===== config.mk =====
export PLATFORM = sky130hd
export DESIGN_NAME = div_seq_unit_flat
export DESIGN_NICKNAME = d
export VERILOG_FILES = /design/src/rtl/div_seq_unit_pkg.sv /design/src/rtl/div_seq_unit_if.sv /design/src/rtl/div_seq_unit.sv /design/src/flat_wrapper.sv
export SDC_FILE = /design/constraint.sdc
export NUM_CORES = 1
export LEC_CHECK = 0
export BUFFER_PORTS_ARGS = -buffer_cell sky130_fd_sc_hd__clkbuf_2
export CAP_MARGIN = 10
export CORE_MARGIN = 2
export CORE_UTILIZATION = 55
export CTS_CLUSTER_SIZE = 10
export DETAILED_ROUTE_END_ITERATION = 10
export PLACE_DENSITY = 0.76
export SETUP_SLACK_MARGIN = 0.5
export SLEW_MARGIN = 15
export SYNTH_ARGS = -nofsm -noshare
export SYNTH_HDL_FRONTEND = slang
export SYNTH_SLANG_ARGS = --single-unit

===== constraint.sdc =====
create_clock -name clk -period 6.15 [get_ports clk]
set_input_delay 0.615 -clock clk [delete_from_list [all_inputs] [get_ports clk]]
set_output_delay 0.615 -clock clk [all_outputs]
set_load 0.01 [all_outputs]

===== src/rtl/div_seq_unit_pkg.sv =====
// Shared types and constants for the iterative RV32M divide sequencer.
package mdu_pkg;

  typedef enum logic [1:0] {
    DIV_OP  = 2'b00,
    DIVU_OP = 2'b01,
    REM_OP  = 2'b10,
    REMU_OP = 2'b11
  } div_op_e;

  typedef enum logic [1:0] {
    IDLE = 2'b00,
    CALC = 2'b01,
    DONE = 2'b10
  } div_state_e;

  // Wide enough for any XLEN up to 64; consumers slice to their width.
  localparam logic [63:0] DIV_ZERO_Q = '1;

endpackage


===== src/rtl/div_seq_unit_if.sv =====
// Execute-stage request/response bundle between the pipeline and the divider.
interface div_seq_unit_if
  import mdu_pkg::*;
#(
  parameter int XLEN = 32
);
  // Handshake: a request is taken on a rising edge where start_i && ready_o && !flush_i;
  // the result is presented for exactly the one cycle valid_o is high and then held.
  logic            start_i;
  div_op_e         op_i;
  logic [XLEN-1:0] a_in;
  logic [XLEN-1:0] b_in;
  logic            flush_i;
  logic            ready_o;
  logic            busy_o;
  logic            valid_o;
  logic [XLEN-1:0] result_o;

  modport master (
    output start_i, op_i, a_in, b_in, flush_i,
    input  ready_o, busy_o, valid_o, result_o
  );

  modport slave (
    input  start_i, op_i, a_in, b_in, flush_i,
    output ready_o, busy_o, valid_o, result_o
  );
endinterface


===== src/rtl/div_seq_unit.sv =====
// Radix-2 restoring divider for DIV/DIVU/REM/REMU; divide-by-zero and signed
// overflow are resolved at accept without iterating.
module div_seq_unit
  import mdu_pkg::*;
#(
  parameter int XLEN = 32
) (
  input  logic           clk,
  input  logic           rst_n,
  div_seq_unit_if.slave  bus,
  output div_state_e     state_o
);

  localparam int CW = $clog2(XLEN);

  div_state_e      state_q, state_d;
  div_op_e         op_q, op_d;
  logic [XLEN-1:0] quo_q, quo_d;
  logic [XLEN-1:0] dvs_q, dvs_d;
  logic [XLEN:0]   rem_q, rem_d;
  logic [CW-1:0]   cnt_q, cnt_d;
  logic            negq_q, negq_d;
  logic            negr_q, negr_d;
  logic [XLEN-1:0] result_q, result_d;

  logic            ready;
  logic            accept;
  logic            is_signed;
  logic            a_neg;
  logic            b_neg;
  logic            overflow;
  logic [XLEN:0]   shifted;
  logic            below;
  logic [XLEN-1:0] q_step;
  logic [XLEN:0]   r_step;

  assign ready  = (state_q == IDLE) || (state_q == DONE);
  assign accept = bus.start_i && ready && !bus.flush_i;

  // op_i[0] clear means signed; op_i[1] clear means quotient.
  assign is_signed = !bus.op_i[0];
  assign a_neg     = is_signed && bus.a_in[XLEN-1];
  assign b_neg     = is_signed && bus.b_in[XLEN-1];
  assign overflow  = is_signed && (bus.a_in == {1'b1, {(XLEN-1){1'b0}}}) && (bus.b_in == '1);

  // The compare keeps the borrow exact even when the divisor uses its MSB.
  assign shifted = {rem_q[XLEN-1:0], quo_q[XLEN-1]};
  assign below   = shifted < {1'b0, dvs_q};
  assign q_step  = {quo_q[XLEN-2:0], !below};
  assign r_step  = below ? shifted : (shifted - {1'b0, dvs_q});

  always_comb begin
    state_d  = state_q;
    op_d     = op_q;
    quo_d    = quo_q;
    dvs_d    = dvs_q;
    rem_d    = rem_q;
    cnt_d    = cnt_q;
    negq_d   = negq_q;
    negr_d   = negr_q;
    result_d = result_q;

    case (state_q)
      CALC: begin
        quo_d = q_step;
        rem_d = r_step;
        cnt_d = cnt_q - 1'b1;
        if (cnt_q == '0) begin
          if (!op_q[1]) result_d = negq_q ? -q_step : q_step;
          else          result_d = negr_q ? -r_step[XLEN-1:0] : r_step[XLEN-1:0];
          state_d = DONE;
        end
      end
      DONE:    state_d = IDLE;
      default: state_d = IDLE;
    endcase

    if (accept) begin
      op_d = bus.op_i;
      if (bus.b_in == '0) begin
        result_d = bus.op_i[1] ? bus.a_in : DIV_ZERO_Q[XLEN-1:0];
        state_d  = DONE;
      end else if (overflow) begin
        result_d = bus.op_i[1] ? '0 : bus.a_in;
        state_d  = DONE;
      end else begin
        quo_d   = a_neg ? -bus.a_in : bus.a_in;
        dvs_d   = b_neg ? -bus.b_in : bus.b_in;
        rem_d   = '0;
        cnt_d   = CW'(XLEN - 1);
        negq_d  = !bus.op_i[1] && (a_neg ^ b_neg);
        negr_d  = bus.op_i[1] && a_neg;
        state_d = CALC;
      end
    end

    if (bus.flush_i) begin
      state_d  = IDLE;
      result_d = result_q;
    end
  end

  always_ff @(posedge clk or negedge rst_n) begin
    if (!rst_n) begin
      state_q  <= IDLE;
      op_q     <= DIV_OP;
      quo_q    <= '0;
      dvs_q    <= '0;
      rem_q    <= '0;
      cnt_q    <= '0;
      negq_q   <= 1'b0;
      negr_q   <= 1'b0;
      result_q <= '0;
    end else begin
      state_q  <= state_d;
      op_q     <= op_d;
      quo_q    <= quo_d;
      dvs_q    <= dvs_d;
      rem_q    <= rem_d;
      cnt_q    <= cnt_d;
      negq_q   <= negq_d;
      negr_q   <= negr_d;
      result_q <= result_d;
    end
  end

  assign bus.ready_o  = ready;
  assign bus.busy_o   = (state_q == CALC);
  assign bus.valid_o  = (state_q == DONE) && !bus.flush_i;
  assign bus.result_o = result_q;
  assign state_o      = state_q;

endmodule


===== src/flat_wrapper.sv =====
// flat-port wrapper written by rule: the top's interface ports become plain ports
module div_seq_unit_flat import mdu_pkg::*;
#(
  parameter int XLEN = 32
)
  (clk, rst_n, state_o, bus_start_i, bus_op_i, bus_a_in, bus_b_in, bus_flush_i, bus_ready_o, bus_busy_o, bus_valid_o, bus_result_o);
  div_seq_unit_if #(.XLEN(XLEN)) bus_i ();
  input  logic clk;
  input  logic rst_n;
  output div_state_e state_o;
  input wire logic [$bits(bus_i.start_i)-1:0] bus_start_i;
  input wire logic [$bits(bus_i.op_i)-1:0] bus_op_i;
  input wire logic [$bits(bus_i.a_in)-1:0] bus_a_in;
  input wire logic [$bits(bus_i.b_in)-1:0] bus_b_in;
  input wire logic [$bits(bus_i.flush_i)-1:0] bus_flush_i;
  output wire logic [$bits(bus_i.ready_o)-1:0] bus_ready_o;
  output wire logic [$bits(bus_i.busy_o)-1:0] bus_busy_o;
  output wire logic [$bits(bus_i.valid_o)-1:0] bus_valid_o;
  output wire logic [$bits(bus_i.result_o)-1:0] bus_result_o;
  assign bus_i.start_i = bus_start_i;
  assign bus_i.op_i = bus_op_i;
  assign bus_i.a_in = bus_a_in;
  assign bus_i.b_in = bus_b_in;
  assign bus_i.flush_i = bus_flush_i;
  assign bus_ready_o = bus_i.ready_o;
  assign bus_busy_o = bus_i.busy_o;
  assign bus_valid_o = bus_i.valid_o;
  assign bus_result_o = bus_i.result_o;
  div_seq_unit #(.XLEN(XLEN)) u_core (.clk(clk), .rst_n(rst_n), .bus(bus_i), .state_o(state_o));
endmodule

Yosys cells after proc, flatten, opt, wreduce, memory -nomap -nowiden
Index checks and enable logic that the tools add are counted.

cells by class
  $add $sub $neg = 6
  magnitude comparators = 1
  eq/ne operators = 5
  muxes and demuxes = 31
  bitwise logic cells = 3
  reductions and logical operators = 18

operator list
  operator                                           number
  2-to-1 mux 32 bit                                  16
  2-to-1 mux 33 bit                                  5
  negation 32 bit                                    4
  == test 32 bit (second input constant)             2
  < comparator 33 x 32 -> 1 bit                      1
  subtractor 33 x 32 -> 33 bit                       1
  zero test 32 bit                                   1
  2-to-1 mux 5 bit                                   4
  2-to-1 mux 2 bit                                   6
  logical AND 1 bit                                  9
  zero test 5 bit                                    1
  subtractor 5 x 1 -> 5 bit (second input constant)  1
  zero test 1 bit                                    4
  != test 4 x 2 -> 1 bit (second input constant)     1
  AND reduction 3 bit                                1
  == test 2 x 1 -> 1 bit (second input constant)     1
  == test 2 bit (second input constant)              1
  zero test 2 bit                                    1
  inverter 1 bit                                     2
  logical OR 1 bit                                   1
  bitwise XOR 1 bit                                  1

storage, ports and cells
  register bits = 140
  input port bits = 70
  output and inout port bits = 37

Logic depth before layout (Yosys ltp)
  depth after elaboration = 10
  gate-level depth with buffers = 20

Worst setup path after synthesis
Ideal clock, no wire load.

  path kind = register -> register
  start = reg u_core.rem_q[0]
  end = reg u_core.result_q[26], in the netlist u_core.bus.result_o[26]
  setup time = 0.124 ns
  data arrival time = 3.568 ns
  required time = 6.026 ns
  setup slack = 2.458 ns
  stages on the path, launching flop included = 19
  path buffers = 3
  period minus slack after synthesis = 3.692 ns
  path through = dfrtp_1 > ha_1 > nor2b_4 > o31a_1 > o211a_4 > o31ai_4 > nand2_4 > inv_2 > clkbuf_8 > buf_2 > clkbuf_8 > ha_1 > nand2_1 > o21ai_0 > nand2_1 > xor2_1 > o221ai_1 > a31oi_1 > o31a_1

on the way
  cells in the longest elaborated chain, start to end = 10
  elaborated cells between the ends (all ways) = 14

ends and longest elaborated chain
  item                                                                                  line                                    RTL
  start, declared                                                                       div_seq_unit.sv:20                      logic [XLEN:0] rem_q, rem_d;
  start signal, assigned                                                                div_seq_unit.sv:119                     rem_q <= rem_d;
  subtractor 33 x 32 -> 33 bit / < comparator 33 x 32 -> 1 bit (equally long branches)  div_seq_unit.sv:50, div_seq_unit.sv:48
  2-to-1 mux 33 bit / zero test 1 bit (equally long branches)                           div_seq_unit.sv:50, div_seq_unit.sv:49
  negation 32 bit (on tied branches)                                                    div_seq_unit.sv:70, div_seq_unit.sv:69
  2-to-1 mux 32 bit (on tied branches)                                                  div_seq_unit.sv:70, div_seq_unit.sv:69
  2-to-1 mux 32 bit (*)                                                                 div_seq_unit.sv:69                      if (!op_q[1]) result_d = negq_q ? -q_step : q_step;
  2-to-1 mux 32 bit (*)                                                                 div_seq_unit.sv:68                      if (cnt_q == '0) begin
  2-to-1 mux 32 bit (*)                                                                 div_seq_unit.sv:63                      case (state_q)
  2-to-1 mux 32 bit                                                                     div_seq_unit.sv:83                      end else if (overflow) begin
  2-to-1 mux 32 bit                                                                     div_seq_unit.sv:80                      if (bus.b_in == '0) begin
  2-to-1 mux 32 bit (*)                                                                 div_seq_unit.sv:78                      if (accept) begin
  end signal, assigned                                                                  div_seq_unit.sv:123                     result_q <= result_d;
  end, declared                                                                         div_seq_unit.sv:24                      logic [XLEN-1:0] result_q, result_d;

Mark *: on every way between the ends. The rest lies on a longest branch, timed or not.
A chain may end at the register's enable or synchronous reset.

Worst setup path after layout
  start = reg u_core.rem_q[21]
  end = reg u_core.result_q[30], in the netlist u_core.bus.result_o[30]

The elaborated chain is that of the path after synthesis.

==> impl_metrics.py <==
metrics = {
    "setup_path": {
        "crit_path_start": "u_core.rem_q[21]",
        "crit_required_ns": 6.46,
        "cp.arrival_ns": 4.75,
        "r2r_slack_ns": 1.71,
        "crit_fanout": 41,
        "reg2regPathDepth": 14,
        "cpMaxStageDelayCell": "inv_2",
        "r2r_start": "u_core.rem_q[21]",
        "crit_chain": "ha_1, a21oi_1, o211ai_1, a21o_2, a21oi_2, nand2_4, inv_2, mux2i_1, ha_1, nand3_1, or2_1, o41ai_2, xnor2_1, o21ai_1",
        "crit_path_start_kind": "flop",
        "crit_type": "flop to flop",
        "worstSetupEndpointType": "flop",
        "rr_endpoint": "u_core.bus.result_o[30]",
        "crit_top_cell": "ha_1",
        "slowest_delay_ns": 0.60,
    },
    "sta": {
        "setup_viol": 0,
        "hold_viol": 0,
        "slew-limit-headroom": 0.3280,
        "fmax_mhz": 225.2,
        "fin_hold_ws_ns": 0.2378,
        "worstMarginPinSlew_ns": 1.008,
        "min_period_ns": 4.441,
        "rsz0062_at_grt": "false",
        "slew_violations": 0,
        "setup_tns_ns": 0,
        "fin_worst_skew_ns": 0.01106,
        "period_share": 0.7221,
    },
    "grt": {
        "first_global_vias": 11170,
        "overflow": 0,
        "grt_pass1_wl_um": 57830,
        "antenna_found_initial": 0,
        "grt_usage": 0.3246,
        "grt_max_degree": 88,
    },
    "run_status": {
        "status": "complete, no violations",
    },
    "logic_synthesis": {
        "synth_top_flop_cell": "dfrtp_1",
        "synth_largest_area_cell": "dfrtp_1",
        "synth_edf_count": 0,
        "ys_seq_elements": 138,
        "synthArstFlopShare": 1.000,
        "yosys.cell_types.count": 93,
        "syn_inst": 1512,
        "synth_top_area_share": 0.2938,
        "ys_warn_count": 0,
        "synth_common_cells": "nand2_1, nor2_1, dfrtp_1",
        "synth_area_mm2": 0.01176,
        "synth_area_per_cell_um2": 7.774,
        "synthTopCellsByArea": "dfrtp_1, nand2_1, a21oi_1, nor2_1, xnor2_1",
        "yosysSeqAreaShare": 0.2938,
        "syn-num-nets": 1621,
        "synth.most_common_cell": "nand2_1",
    },
    "cts": {
        "cts_resized": 0,
        "cts_root_buf": "clkbuf_16",
        "cts.sinks": 138,
        "clk_path_buf_depth": 2,
        "cts_tree": "yes",
        "cts_hold_buffers": 0,
        "clock_latency_ns": 0.44,
        "numCtsBuffers": 17,
        "htree_levels": 4,
        "clk_pin_slew_ns": 0.07,
        "post_cts_buffers": 0,
    },
    "die": {
        "core_mm2": 0.02102,
        "rows": 53,
        "die_h_um": 150.2,
        "start_util": 0.5592,
        "ios": 107,
        "die_w_um": 150.2,
        "die_area_mm2": 0.02256,
    },
    "final_layout": {
        "n_fill_cell": 1891,
        "nets": 1675,
        "area_delta_synth_final_pct": 10.46,
        "drive_above_1_share": 0.1355,
        "n_antenna_cell": 0,
    },
    "worst_hold_path": {
        "hold_class": "input pin to asynchronous set/reset pin",
    },
    "pwr": {
        "ir_drop_uv": 271.2,
        "power_density_mw_per_mm2": 500.2,
        "power.leakage_nw": 5.479,
    },
    "detailed_routing": {
        "drc_errors": 0,
        "wl_um": 36080,
        "drt_iter0_drc": 1174,
        "dr_total_vias": 11910,
        "drt_pre_antenna_iters": 8,
        "vias_per_cell": 6.426,
        "final_antenna_net_count": 0,
        "wl_per_cell_um": 19.46,
    },
    "placed_design": {
        "io_buffers": 106,
        "gp_congestion": 0.9684,
        "dp_hpwl_um": 26760,
    },
    "job": {
        "max_cap_viol_count": 0,
    },
}
cells by family after synthesis:
group / Yosys count / share of synthesized area
adders and majority gates: 39 / 0.04215
muxes: 21 / 0.01809
AOI/OAI and AO/OA: 485 / 0.2693
buffers and inverters: 145 / 0.05407
xor gates and xnor gates: 138 / 0.1028
DFF: 138 / 0.2938
and+or+nand+nor: 546 / 0.2198
cell type report:
cell class,count,area [um^2],area share
multi-input combinational,1229,7689,0.5921
sequential,138,3453,0.2659
timing repair buffer,119,634.4,0.04885
clock buffer,17,425.4,0.03276
tap,275,344.1,0.02650
inverter,61,229.0,0.01763
clock inverter,15,210.2,0.01619
how the worst max path moves through the flow:
stage                               to  cells past startpoint  slack [ns]
3_5_place_dp   u_core.bus.result_o[12]                     14        1.85
4_1_cts        u_core.bus.result_o[30]                     14        1.83
3_3_place_gp   u_core.bus.result_o[30]                     14        2.00
2_1_floorplan  u_core.bus.result_o[26]                     18        2.46
5_1_grt        u_core.bus.result_o[30]                     14        1.47
6_report       u_core.bus.result_o[30]                     14        1.71
power by group:
part	total (mW)	internal (mW)	switching, mW
clock	1.15	0.687	0.460
sequential	1.45	1.14	0.309
combinational	3.90	1.45	2.45
cells in the final DEF (no fill, tap or decap), types with 7 or more instances in the layout:
cell       count
o21ai_0      118
mux2i_1       19
o31ai_1       22
or2_2          8
or3_1         14
or4_1         11
nor2_1       165
a21o_1        10
xor2_1        68
ha_1          38
o21ai_1       11
nor4_1        13
nand3_1       25
buf_4         13
o21a_1        18
clkbuf_2     105
a21oi_1      127
clkbuf_16     17
nor3_1        34
inv_1         59
a211oi_1      32
dfrtp_1      138
nand4_1       16
o211ai_1      17
xnor2_1       70
o41ai_1       14
nand2_1      197
a31oi_1       44
nand2b_1       7
flip-flops by register name, summed over array words and instances (netlist names), 2 cells and up:
signal               count
u_core.cnt_q             5
u_core.quo_q            32
u_core.rem_q            32
u_core.state_o           2
u_core.bus.result_o     32
u_core.dvs_q            32
per-layer routing:
metal | global-route usage | vias to the layer above | routed length [um]
li1 | - | 5556 | -
met1 | 0.4288 | 5720 | 15190
met2 | 0.5358 | 546 | 17170
met3 | 0.04758 | 91 | 2437
met4 | 0.1307 | 0 | 1278
met5 | 0 | - | 0
stage by stage:
step	util	instance area (um^2)	power, mW	setup WS [ns]	instances
floorplan	-	11760	4.348	2.458	1512
global placement	0.5873	12350	5.202	2.001	1822
detailed placement	0.5873	12350	5.255	1.849	1822
CTS	0.6176	12980	6.424	1.825	1854
global route	0.6177	12990	6.933	1.469	1854
finish	0.6177	12990	6.495	1.709	1854
worst max-delay path: cells and delay by family, from the launching register on:
kind / cells / cell delay, ns
adders and majority gates: 2 / 0.78
muxes: 1 / 0.37
AOI/OAI and AO/OA: 6 / 1.45
DFF: 1 / 0.44
buffers and inverters: 1 / 0.60
and+or+nand+nor: 3 / 0.49
xor gates and xnor gates: 1 / 0.16
Power figures use the tool's default switching activity.
